==> src/rtl/commit_stage_nway_if.sv <==
// Lane bus between the MEM stage and the N-issue commit register.
// master = upstream producer / WB consumer side, slave = commit stage.
interface commit_stage_nway_if #(
   parameter int LANES  = 2,
   parameter int DATA_W = 32,
   parameter int PC_W   = 32,
   parameter int RA_W   = 5,
   parameter int CNT_W  = 32,
   parameter int LW     = $clog2(LANES) + 1
);
   logic [LANES-1:0]        valid_i;
   logic [LANES*PC_W-1:0]   pc_i;
   logic [LANES-1:0]        we_i;
   logic [LANES*RA_W-1:0]   waddr_i;
   logic [LANES*DATA_W-1:0] wdata_i;
   logic [LW-1:0]           sfx_lane_i;
   logic                    whilo_i;
   logic [DATA_W-1:0]       hi_i;
   logic [DATA_W-1:0]       lo_i;
   logic                    llbit_we_i;
   logic                    llbit_i;
   logic                    cp0_we_i;
   logic [RA_W-1:0]         cp0_waddr_i;
   logic [2:0]              cp0_wsel_i;
   logic [DATA_W-1:0]       cp0_wdata_i;

   logic [LANES-1:0]        commit_o;
   logic [LANES*PC_W-1:0]   pc_o;
   logic [LANES-1:0]        we_o;
   logic [LANES*RA_W-1:0]   waddr_o;
   logic [LANES*DATA_W-1:0] wdata_o;
   logic                    whilo_o;
   logic [DATA_W-1:0]       hi_o;
   logic [DATA_W-1:0]       lo_o;
   logic                    llbit_we_o;
   logic                    llbit_o;
   logic                    cp0_we_o;
   logic [RA_W-1:0]         cp0_waddr_o;
   logic [2:0]              cp0_wsel_o;
   logic [DATA_W-1:0]       cp0_wdata_o;
   logic [CNT_W-1:0]        retire_cnt_o;

   modport master (
      output valid_i, pc_i, we_i, waddr_i, wdata_i, sfx_lane_i,
             whilo_i, hi_i, lo_i, llbit_we_i, llbit_i,
             cp0_we_i, cp0_waddr_i, cp0_wsel_i, cp0_wdata_i,
      input  commit_o, pc_o, we_o, waddr_o, wdata_o,
             whilo_o, hi_o, lo_o, llbit_we_o, llbit_o,
             cp0_we_o, cp0_waddr_o, cp0_wsel_o, cp0_wdata_o, retire_cnt_o
   );

   modport slave (
      input  valid_i, pc_i, we_i, waddr_i, wdata_i, sfx_lane_i,
             whilo_i, hi_i, lo_i, llbit_we_i, llbit_i,
             cp0_we_i, cp0_waddr_i, cp0_wsel_i, cp0_wdata_i,
      output commit_o, pc_o, we_o, waddr_o, wdata_o,
             whilo_o, hi_o, lo_o, llbit_we_o, llbit_o,
             cp0_we_o, cp0_waddr_o, cp0_wsel_o, cp0_wdata_o, retire_cnt_o
   );
endinterface

==> src/rtl/commit_stage_nway.sv <==
// MEM->WB commit register for an N-issue in-order MIPS pipeline: precise
// per-lane exception kill, same-cycle WAW squash, $0 write drop, retire counter.
module commit_stage_nway #(
   parameter int LANES  = 2,
   parameter int DATA_W = 32,
   parameter int PC_W   = 32,
   parameter int RA_W   = 5,
   parameter int CNT_W  = 32,
   parameter int LW     = $clog2(LANES) + 1
) (
   input  logic          clk,
   input  logic          rst,
   input  logic          stall_self,
   input  logic          stall_next,
   input  logic          flush,
   input  logic          flush_cause,
   input  logic [LW-1:0] exc_lane_i,
   commit_stage_nway_if.slave bus
);

   typedef enum logic [1:0] {M_CAPTURE, M_EXC, M_BUBBLE, M_HOLD} mode_t;

   mode_t                   mode;
   logic [LANES-1:0]        alive;
   logic [LANES-1:0]        we_n;
   logic [LANES*PC_W-1:0]   pc_n;
   logic [LANES*RA_W-1:0]   waddr_n;
   logic [LANES*DATA_W-1:0] wdata_n;
   logic                    sfx_ok;
   logic                    fx_en;
   logic                    hilo_en;
   logic                    whilo_n;
   logic [DATA_W-1:0]       hi_n;
   logic [DATA_W-1:0]       lo_n;
   logic                    llbit_we_n;
   logic                    llbit_n;
   logic                    cp0_we_n;
   logic [RA_W-1:0]         cp0_waddr_n;
   logic [2:0]              cp0_wsel_n;
   logic [DATA_W-1:0]       cp0_wdata_n;
   logic [CNT_W-1:0]        cnt_q;
   logic [CNT_W-1:0]        cnt_n;

   always_comb begin
      mode = M_CAPTURE;
      if (flush && flush_cause)
         mode = M_EXC;
      else if (stall_self)
         mode = stall_next ? M_HOLD : M_BUBBLE;

      // lanes at or above the excepting lane are younger and must not retire
      for (int unsigned k = 0; k < LANES; k++)
         alive[k] = bus.valid_i[k] &&
                    (mode == M_CAPTURE || (mode == M_EXC && k < 32'(exc_lane_i)));

      sfx_ok = 1'b0;
      for (int unsigned k = 0; k < LANES; k++)
         if (32'(bus.sfx_lane_i) == k && bus.valid_i[k])
            sfx_ok = 1'b1;

      we_n    = '0;
      pc_n    = '0;
      waddr_n = '0;
      wdata_n = '0;
      cnt_n   = cnt_q;
      for (int unsigned k = 0; k < LANES; k++) begin
         if (alive[k]) begin
            pc_n[k*PC_W +: PC_W]       = bus.pc_i[k*PC_W +: PC_W];
            waddr_n[k*RA_W +: RA_W]    = bus.waddr_i[k*RA_W +: RA_W];
            wdata_n[k*DATA_W +: DATA_W] = bus.wdata_i[k*DATA_W +: DATA_W];
            we_n[k] = bus.we_i[k] && (bus.waddr_i[k*RA_W +: RA_W] != '0);
            cnt_n   = cnt_n + CNT_W'(1);
         end
         for (int unsigned j = k + 1; j < LANES; j++)
            if (alive[j] && bus.we_i[j] &&
                bus.waddr_i[j*RA_W +: RA_W] == bus.waddr_i[k*RA_W +: RA_W])
               we_n[k] = 1'b0;
      end

      fx_en   = (mode == M_CAPTURE) && sfx_ok;
      hilo_en = fx_en || (mode == M_EXC && sfx_ok && bus.sfx_lane_i < exc_lane_i);

      whilo_n     = hilo_en && bus.whilo_i;
      hi_n        = hilo_en ? bus.hi_i : '0;
      lo_n        = hilo_en ? bus.lo_i : '0;
      llbit_we_n  = fx_en && bus.llbit_we_i;
      llbit_n     = fx_en && bus.llbit_i;
      cp0_we_n    = fx_en && bus.cp0_we_i;
      cp0_waddr_n = fx_en ? bus.cp0_waddr_i : '0;
      cp0_wsel_n  = fx_en ? bus.cp0_wsel_i : '0;
      cp0_wdata_n = fx_en ? bus.cp0_wdata_i : '0;
   end

   // bubble needs no special case: alive and all side-effect enables are 0 there
   always_ff @(posedge clk) begin
      if (rst) begin
         bus.commit_o    <= '0;
         bus.we_o        <= '0;
         bus.pc_o        <= '0;
         bus.waddr_o     <= '0;
         bus.wdata_o     <= '0;
         bus.whilo_o     <= 1'b0;
         bus.hi_o        <= '0;
         bus.lo_o        <= '0;
         bus.llbit_we_o  <= 1'b0;
         bus.llbit_o     <= 1'b0;
         bus.cp0_we_o    <= 1'b0;
         bus.cp0_waddr_o <= '0;
         bus.cp0_wsel_o  <= '0;
         bus.cp0_wdata_o <= '0;
         cnt_q           <= '0;
      end else if (mode != M_HOLD) begin
         bus.commit_o    <= alive;
         bus.we_o        <= we_n;
         bus.pc_o        <= pc_n;
         bus.waddr_o     <= waddr_n;
         bus.wdata_o     <= wdata_n;
         bus.whilo_o     <= whilo_n;
         bus.hi_o        <= hi_n;
         bus.lo_o        <= lo_n;
         bus.llbit_we_o  <= llbit_we_n;
         bus.llbit_o     <= llbit_n;
         bus.cp0_we_o    <= cp0_we_n;
         bus.cp0_waddr_o <= cp0_waddr_n;
         bus.cp0_wsel_o  <= cp0_wsel_n;
         bus.cp0_wdata_o <= cp0_wdata_n;
         cnt_q           <= cnt_n;
      end
   end

   assign bus.retire_cnt_o = cnt_q;

endmodule

==> src/flat_wrapper.sv <==
// flat-port wrapper written by rule: the top's interface ports become plain ports
module commit_stage_nway_flat 
#(
   parameter int LANES  = 2,
   parameter int DATA_W = 32,
   parameter int PC_W   = 32,
   parameter int RA_W   = 5,
   parameter int CNT_W  = 32,
   parameter int LW     = $clog2(LANES) + 1
)
  (clk, rst, stall_self, stall_next, flush, flush_cause, exc_lane_i, bus_valid_i, bus_pc_i, bus_we_i, bus_waddr_i, bus_wdata_i, bus_sfx_lane_i, bus_whilo_i, bus_hi_i, bus_lo_i, bus_llbit_we_i, bus_llbit_i, bus_cp0_we_i, bus_cp0_waddr_i, bus_cp0_wsel_i, bus_cp0_wdata_i, bus_commit_o, bus_pc_o, bus_we_o, bus_waddr_o, bus_wdata_o, bus_whilo_o, bus_hi_o, bus_lo_o, bus_llbit_we_o, bus_llbit_o, bus_cp0_we_o, bus_cp0_waddr_o, bus_cp0_wsel_o, bus_cp0_wdata_o, bus_retire_cnt_o);
  commit_stage_nway_if #(.LANES(LANES), .DATA_W(DATA_W), .PC_W(PC_W), .RA_W(RA_W), .CNT_W(CNT_W), .LW(LW)) bus_i ();
  input  logic clk;
  input  logic rst;
  input  logic stall_self;
  input  logic stall_next;
  input  logic flush;
  input  logic flush_cause;
  input  logic [LW-1:0] exc_lane_i;
  input wire logic [$bits(bus_i.valid_i)-1:0] bus_valid_i;
  input wire logic [$bits(bus_i.pc_i)-1:0] bus_pc_i;
  input wire logic [$bits(bus_i.we_i)-1:0] bus_we_i;
  input wire logic [$bits(bus_i.waddr_i)-1:0] bus_waddr_i;
  input wire logic [$bits(bus_i.wdata_i)-1:0] bus_wdata_i;
  input wire logic [$bits(bus_i.sfx_lane_i)-1:0] bus_sfx_lane_i;
  input wire logic [$bits(bus_i.whilo_i)-1:0] bus_whilo_i;
  input wire logic [$bits(bus_i.hi_i)-1:0] bus_hi_i;
  input wire logic [$bits(bus_i.lo_i)-1:0] bus_lo_i;
  input wire logic [$bits(bus_i.llbit_we_i)-1:0] bus_llbit_we_i;
  input wire logic [$bits(bus_i.llbit_i)-1:0] bus_llbit_i;
  input wire logic [$bits(bus_i.cp0_we_i)-1:0] bus_cp0_we_i;
  input wire logic [$bits(bus_i.cp0_waddr_i)-1:0] bus_cp0_waddr_i;
  input wire logic [$bits(bus_i.cp0_wsel_i)-1:0] bus_cp0_wsel_i;
  input wire logic [$bits(bus_i.cp0_wdata_i)-1:0] bus_cp0_wdata_i;
  output wire logic [$bits(bus_i.commit_o)-1:0] bus_commit_o;
  output wire logic [$bits(bus_i.pc_o)-1:0] bus_pc_o;
  output wire logic [$bits(bus_i.we_o)-1:0] bus_we_o;
  output wire logic [$bits(bus_i.waddr_o)-1:0] bus_waddr_o;
  output wire logic [$bits(bus_i.wdata_o)-1:0] bus_wdata_o;
  output wire logic [$bits(bus_i.whilo_o)-1:0] bus_whilo_o;
  output wire logic [$bits(bus_i.hi_o)-1:0] bus_hi_o;
  output wire logic [$bits(bus_i.lo_o)-1:0] bus_lo_o;
  output wire logic [$bits(bus_i.llbit_we_o)-1:0] bus_llbit_we_o;
  output wire logic [$bits(bus_i.llbit_o)-1:0] bus_llbit_o;
  output wire logic [$bits(bus_i.cp0_we_o)-1:0] bus_cp0_we_o;
  output wire logic [$bits(bus_i.cp0_waddr_o)-1:0] bus_cp0_waddr_o;
  output wire logic [$bits(bus_i.cp0_wsel_o)-1:0] bus_cp0_wsel_o;
  output wire logic [$bits(bus_i.cp0_wdata_o)-1:0] bus_cp0_wdata_o;
  output wire logic [$bits(bus_i.retire_cnt_o)-1:0] bus_retire_cnt_o;
  assign bus_i.valid_i = bus_valid_i;
  assign bus_i.pc_i = bus_pc_i;
  assign bus_i.we_i = bus_we_i;
  assign bus_i.waddr_i = bus_waddr_i;
  assign bus_i.wdata_i = bus_wdata_i;
  assign bus_i.sfx_lane_i = bus_sfx_lane_i;
  assign bus_i.whilo_i = bus_whilo_i;
  assign bus_i.hi_i = bus_hi_i;
  assign bus_i.lo_i = bus_lo_i;
  assign bus_i.llbit_we_i = bus_llbit_we_i;
  assign bus_i.llbit_i = bus_llbit_i;
  assign bus_i.cp0_we_i = bus_cp0_we_i;
  assign bus_i.cp0_waddr_i = bus_cp0_waddr_i;
  assign bus_i.cp0_wsel_i = bus_cp0_wsel_i;
  assign bus_i.cp0_wdata_i = bus_cp0_wdata_i;
  assign bus_commit_o = bus_i.commit_o;
  assign bus_pc_o = bus_i.pc_o;
  assign bus_we_o = bus_i.we_o;
  assign bus_waddr_o = bus_i.waddr_o;
  assign bus_wdata_o = bus_i.wdata_o;
  assign bus_whilo_o = bus_i.whilo_o;
  assign bus_hi_o = bus_i.hi_o;
  assign bus_lo_o = bus_i.lo_o;
  assign bus_llbit_we_o = bus_i.llbit_we_o;
  assign bus_llbit_o = bus_i.llbit_o;
  assign bus_cp0_we_o = bus_i.cp0_we_o;
  assign bus_cp0_waddr_o = bus_i.cp0_waddr_o;
  assign bus_cp0_wsel_o = bus_i.cp0_wsel_o;
  assign bus_cp0_wdata_o = bus_i.cp0_wdata_o;
  assign bus_retire_cnt_o = bus_i.retire_cnt_o;
  commit_stage_nway #(.LANES(LANES), .DATA_W(DATA_W), .PC_W(PC_W), .RA_W(RA_W), .CNT_W(CNT_W), .LW(LW)) u_core (.clk(clk), .rst(rst), .stall_self(stall_self), .stall_next(stall_next), .flush(flush), .flush_cause(flush_cause), .exc_lane_i(exc_lane_i), .bus(bus_i));
endmodule
==> config.mk <==
export PLATFORM = sky130hd
export DESIGN_NAME = commit_stage_nway_flat
export DESIGN_NICKNAME = d
export VERILOG_FILES = /design/src/rtl/commit_stage_nway_if.sv /design/src/rtl/commit_stage_nway.sv /design/src/flat_wrapper.sv
export SDC_FILE = /design/constraint.sdc
export NUM_CORES = 1
export LEC_CHECK = 0
export BUFFER_PORTS_ARGS = -buffer_cell sky130_fd_sc_hd__buf_4
export CORE_AREA = 4 4 211 213
export CTS_CLUSTER_DIAMETER = 150
export CTS_CLUSTER_SIZE = 24
export DETAILED_ROUTE_END_ITERATION = 8
export DIE_AREA = 0 0 215 217
export SLEW_MARGIN = 20
export SYNTH_ARGS = -nofsm -noshare
export SYNTH_HDL_FRONTEND = slang
export SYNTH_SLANG_ARGS = --single-unit
==> constraint.sdc <==
create_clock -name clk -period 3.4 [get_ports clk]
set_clock_uncertainty 0.2 [all_clocks]
set_input_delay 0.34 -clock clk [delete_from_list [all_inputs] [get_ports clk]]
set_output_delay 0.34 -clock clk [all_outputs]
set_load 0.02 [all_outputs]
==> impl_results.md <==
- Number of antenna-violating nets in the routed design: 0
- Cell class contributing the biggest share of worst-path delay: simple AND/OR/NAND/NOR gates
- Worst setup EP type: register
- Run status: finished, final reports clean
- Insertion delay of the later-clocked pin in the worst-skew pair: 0.51 ns
- Via Count: approximately 12k
- Sequential share of power: 52.3%
- Ratio of final minimum period to clock period: 96.4%
- Initial antenna violation count: 5
- Vias in the first global route: 12.7k
- Worst Slack Setup Final: 0.122 ns
- Critical Path Start Type: register
- Most used flip-flop cell after synthesis: dfxtp_1
- Routed WL per cell: between 15 and 20 µm
- Wire length of the first global-routing pass: 73.5 mm
- Final routed DRC violation total: 0
- Distinct cell type count of the synthesized netlist: 64
- Number of enable-type register cells in the synthesized netlist: 0
- Compound-gate portion of the synthesized area: a little over a fifth
- Yosys warnings: 0
- Placeable Area: 0.0427 mm²
- Number of placed instances with taps included: 2256
- Syn avg cell area: 9.06 µm²
- Die span in x: 215 µm
- Number of rows created at floorplan: 76
- Final min period: 3.28 ns
- Sequence of cells on the critical path: nand4_1, or4_1, buf_4, o31a_1, o22ai_1, nor4_2, and3_1, a31oi_1, mux2_1
- Kind of critical path: reg -> reg
- Overflow left after global routing: 0
- Gpl congestion: 0.887
- Setup repair after global routing missed its margin: no
- CP bufs+invs: 1
- Average via count per standard cell: a little under 5
- Area growth from synthesis to layout: 70.7%
- Dominant combinational cell family by area after synthesis: compound AO/OA/AOI/OAI gates
- Slew headroom: between 30% and 40%
- Starting density of the core: 25.8%
- Global router's overall resource usage: 19.3%
- Final-layout worst hold slack: 0.0993 ns
- Final setup violation count: 0
- Maximum cell stage delay along the critical path: 0.63 ns
- Worst Path Required: about 3.6 ns
- Setup slack, reg-to-reg: roughly 0.12 ns
- Share of layout cells above drive strength 1: between 30% and 40%
- Net Switching: between 1500 and 2000 µW
- Achievable frequency: 305 MHz
- Area fraction in and, or, nand and nor cells after synthesis: around a fifth
- Data arrival time of the critical path: about 3.5 ns
- Switching Fraction: 26.8%
- Post-synthesis net count: 1480
- Sequential share of the synthesized area: about half
- Adder-cell area share of the yosys netlist: less than 1%
- Initial DRC Count: 666
- Max H-tree Level: 1
- Multiplexer fraction of the synthesized cell area: 0.761%
- Combinational cell fraction of total power: a little under a fifth
- Sum of negative setup slack: 0 ns
- Number of nets in the finished design: roughly 2.2k
- Hpwl dp: 33.7 mm
- Internal power component: 4860 µW
- Post-synthesis sequential element count: 282
- CTS sink cnt: 282
- Clock buffers created by TritonCTS: 15
- Fraction of synthesis flops using an asynchronous set or reset pin: 0%
- Die extent in y: 217 µm
- Post-Synth XOR/XNOR Area: 3.26%
- Clock tree root buffer cell: clkbuf_16
- Measured slew at the worst slew-check pin: roughly 0.99 ns
- Count of TritonRoute iterations in the first routing pass: 6
- Design area: between 0.015 and 0.02 mm²
- Clock Tree Buf Depth: 3
- Power Density: 353 mW/mm²
- Max-cap check violation count: 0
- Placed inst area: 0.0159 mm²
- Max Transition Viols Final: 0
- Hold violation total from the final report: 0
- CTS tree: built
- Clock power frac: between 20 and 30%
- Total wire length: 48.4 mm
- Number of inserted filler cells in the final layout: 4009
- Worst ir drop on vdd: approximately 0.38 mV
- Setup WS pre-CTS: 0.0201 ns
- Max stage delay cell, worst path: or4_1
- Final std cells w/o fill: 2525
- Die Footprint: 0.0467 mm²
- Cell area after technology mapping: 0.0110 mm²
- Number of cells produced by synthesis: 1217
- Kind of path behind the tightest hold check: in -> reg
- I/O pin count: approximately 540
- Worst-path maximum fanout: 8
- Pleak: between 0.008 and 0.009 µW
- Clock slew at reported path FFs: 0.11 ns
- PortBufs: 541
- Pin count of the biggest net entering global routing: 107
[cells in the final DEF, fill, tap and decap left out, types with 7 or more instances in the layout]
cell and n:
a22oi_1 247, nor4_1 10, inv_1 9, buf_4 595, or3_1 9, dlygate4sd3_1 250
dfxtp_1 281, nand4_1 18, o21ai_0 7, nand3_1 17, nand2_1 29, clkbuf_16 15
nor2_1 297, or4_1 7, nor3_1 11, a21oi_1 15, xor2_1 19, xnor2_1 22
[kinds of logic after synthesis]
kind of cell,Yosys count
flip-flops,282
XOR/XNOR,41
adder cells (fa/ha/maj),3
multiplexers,8
AND/OR/NAND/NOR,455
AO/OA/AOI/OAI,311
buffers and inverters,117
[registers in the layout, summed over array words and instances, names as in the netlist, 3 cells and up]
| register | flops |
|---|---|
| u_core.bus.wdata_o | 64 |
| u_core.bus.lo_o | 32 |
| u_core.bus.cp0_wsel_o | 3 |
| u_core.bus.cp0_wdata_o | 32 |
| u_core.bus.waddr_o | 10 |
| u_core.bus.hi_o | 32 |
| u_core.bus.cp0_waddr_o | 5 |
| u_core.bus.retire_cnt_o | 32 |
| u_core.bus.pc_o | 64 |
[cells in the mapped netlist (all sizes together), types with 9 or more instances]
cell	number	area share [%]
nand4	20	1.3
xnor2	22	1.7
a22oi	247	17
nor3	13	0.59
o21ai	10	0.45
a21oi	15	0.68
buf	19	0.92
clkbuf	89	3.0
nor2	297	10
inv	9	0.31
nand3	18	0.82
nand2	31	1.1
nor4	13	0.99
dfxtp	282	51
xor2	19	1.5
or3	9	0.51
[layer usage]
metal	vias up	track usage (%)	share of wire, %
met3	74	3.94	6.5
met1	5906	22.4	39
met5	-	0	0.045
met4	4	5.97	3.4
met2	490	35.8	51
li1	5869	-	-
[worst register-to-register path, stage by stage, from the launching register on]
cell and delay (ns):
dfxtp_1 0.51, nand4_1 0.21, or4_1 0.63, buf_4 0.21, o31a_1 0.32, o22ai_1 0.24, nor4_2 0.08, and3_1 0.23
a31oi_1 0.21, mux2_1 0.34
[power by group through the flow]
stage	Combinational (µW)	Sequential [µW]	Clock (µW)
after global routing	1330	3480	2090
after floorplan	318	3650	0
after global placement	984	3540	0
after CTS	1240	3470	2030
final	1250	3470	1920
after detailed placement	994	3540	0
[stage by stage]
stage               util (%)  power (µW)
finish                  44.1        6630
global route            44.1        6910
CTS                     44.0        6730
detailed placement      37.2        4540
global placement        37.2        4520
floorplan                  -        3970
[final cells by class]
class	instances	area (µm²)	share of cell area (%)
Antenna cell	2	5.00	0.0266
Clock buffer	15	375	2.00
Inverter	9	33.8	0.180
Multi-Input combinational cell	818	4950	26.3
Timing Repair Buffer	852	7100	37.8
Sequential cell	282	5650	30.0
Clock inverter	1	8.76	0.0466
Tap cell	546	683	3.63
[path summary, 6_finish.rpt]
path	start	to	cells after the start
min	rst	u_core.bus.cp0_wdata_o[29]	2
min reg2reg	u_core.bus.we_o[1]	u_core.bus.we_o[1]	2
max	u_core.bus.retire_cnt_o[6]	u_core.bus.retire_cnt_o[26]	9
max reg2reg	u_core.bus.retire_cnt_o[6]	u_core.bus.retire_cnt_o[26]	9
[what timing repair did]
| action | CTS | global route |
|---|---|---|
| buffers inserted | 0 | 1 |
| endpoints found under the setup margin | 0 | 6 |
| gates resized for setup | 0 | 5 |
| hold buffers | 250 | 0 |
| hold endpoints to repair | 248 | 0 |
Power figures use the tool's default switching activity.
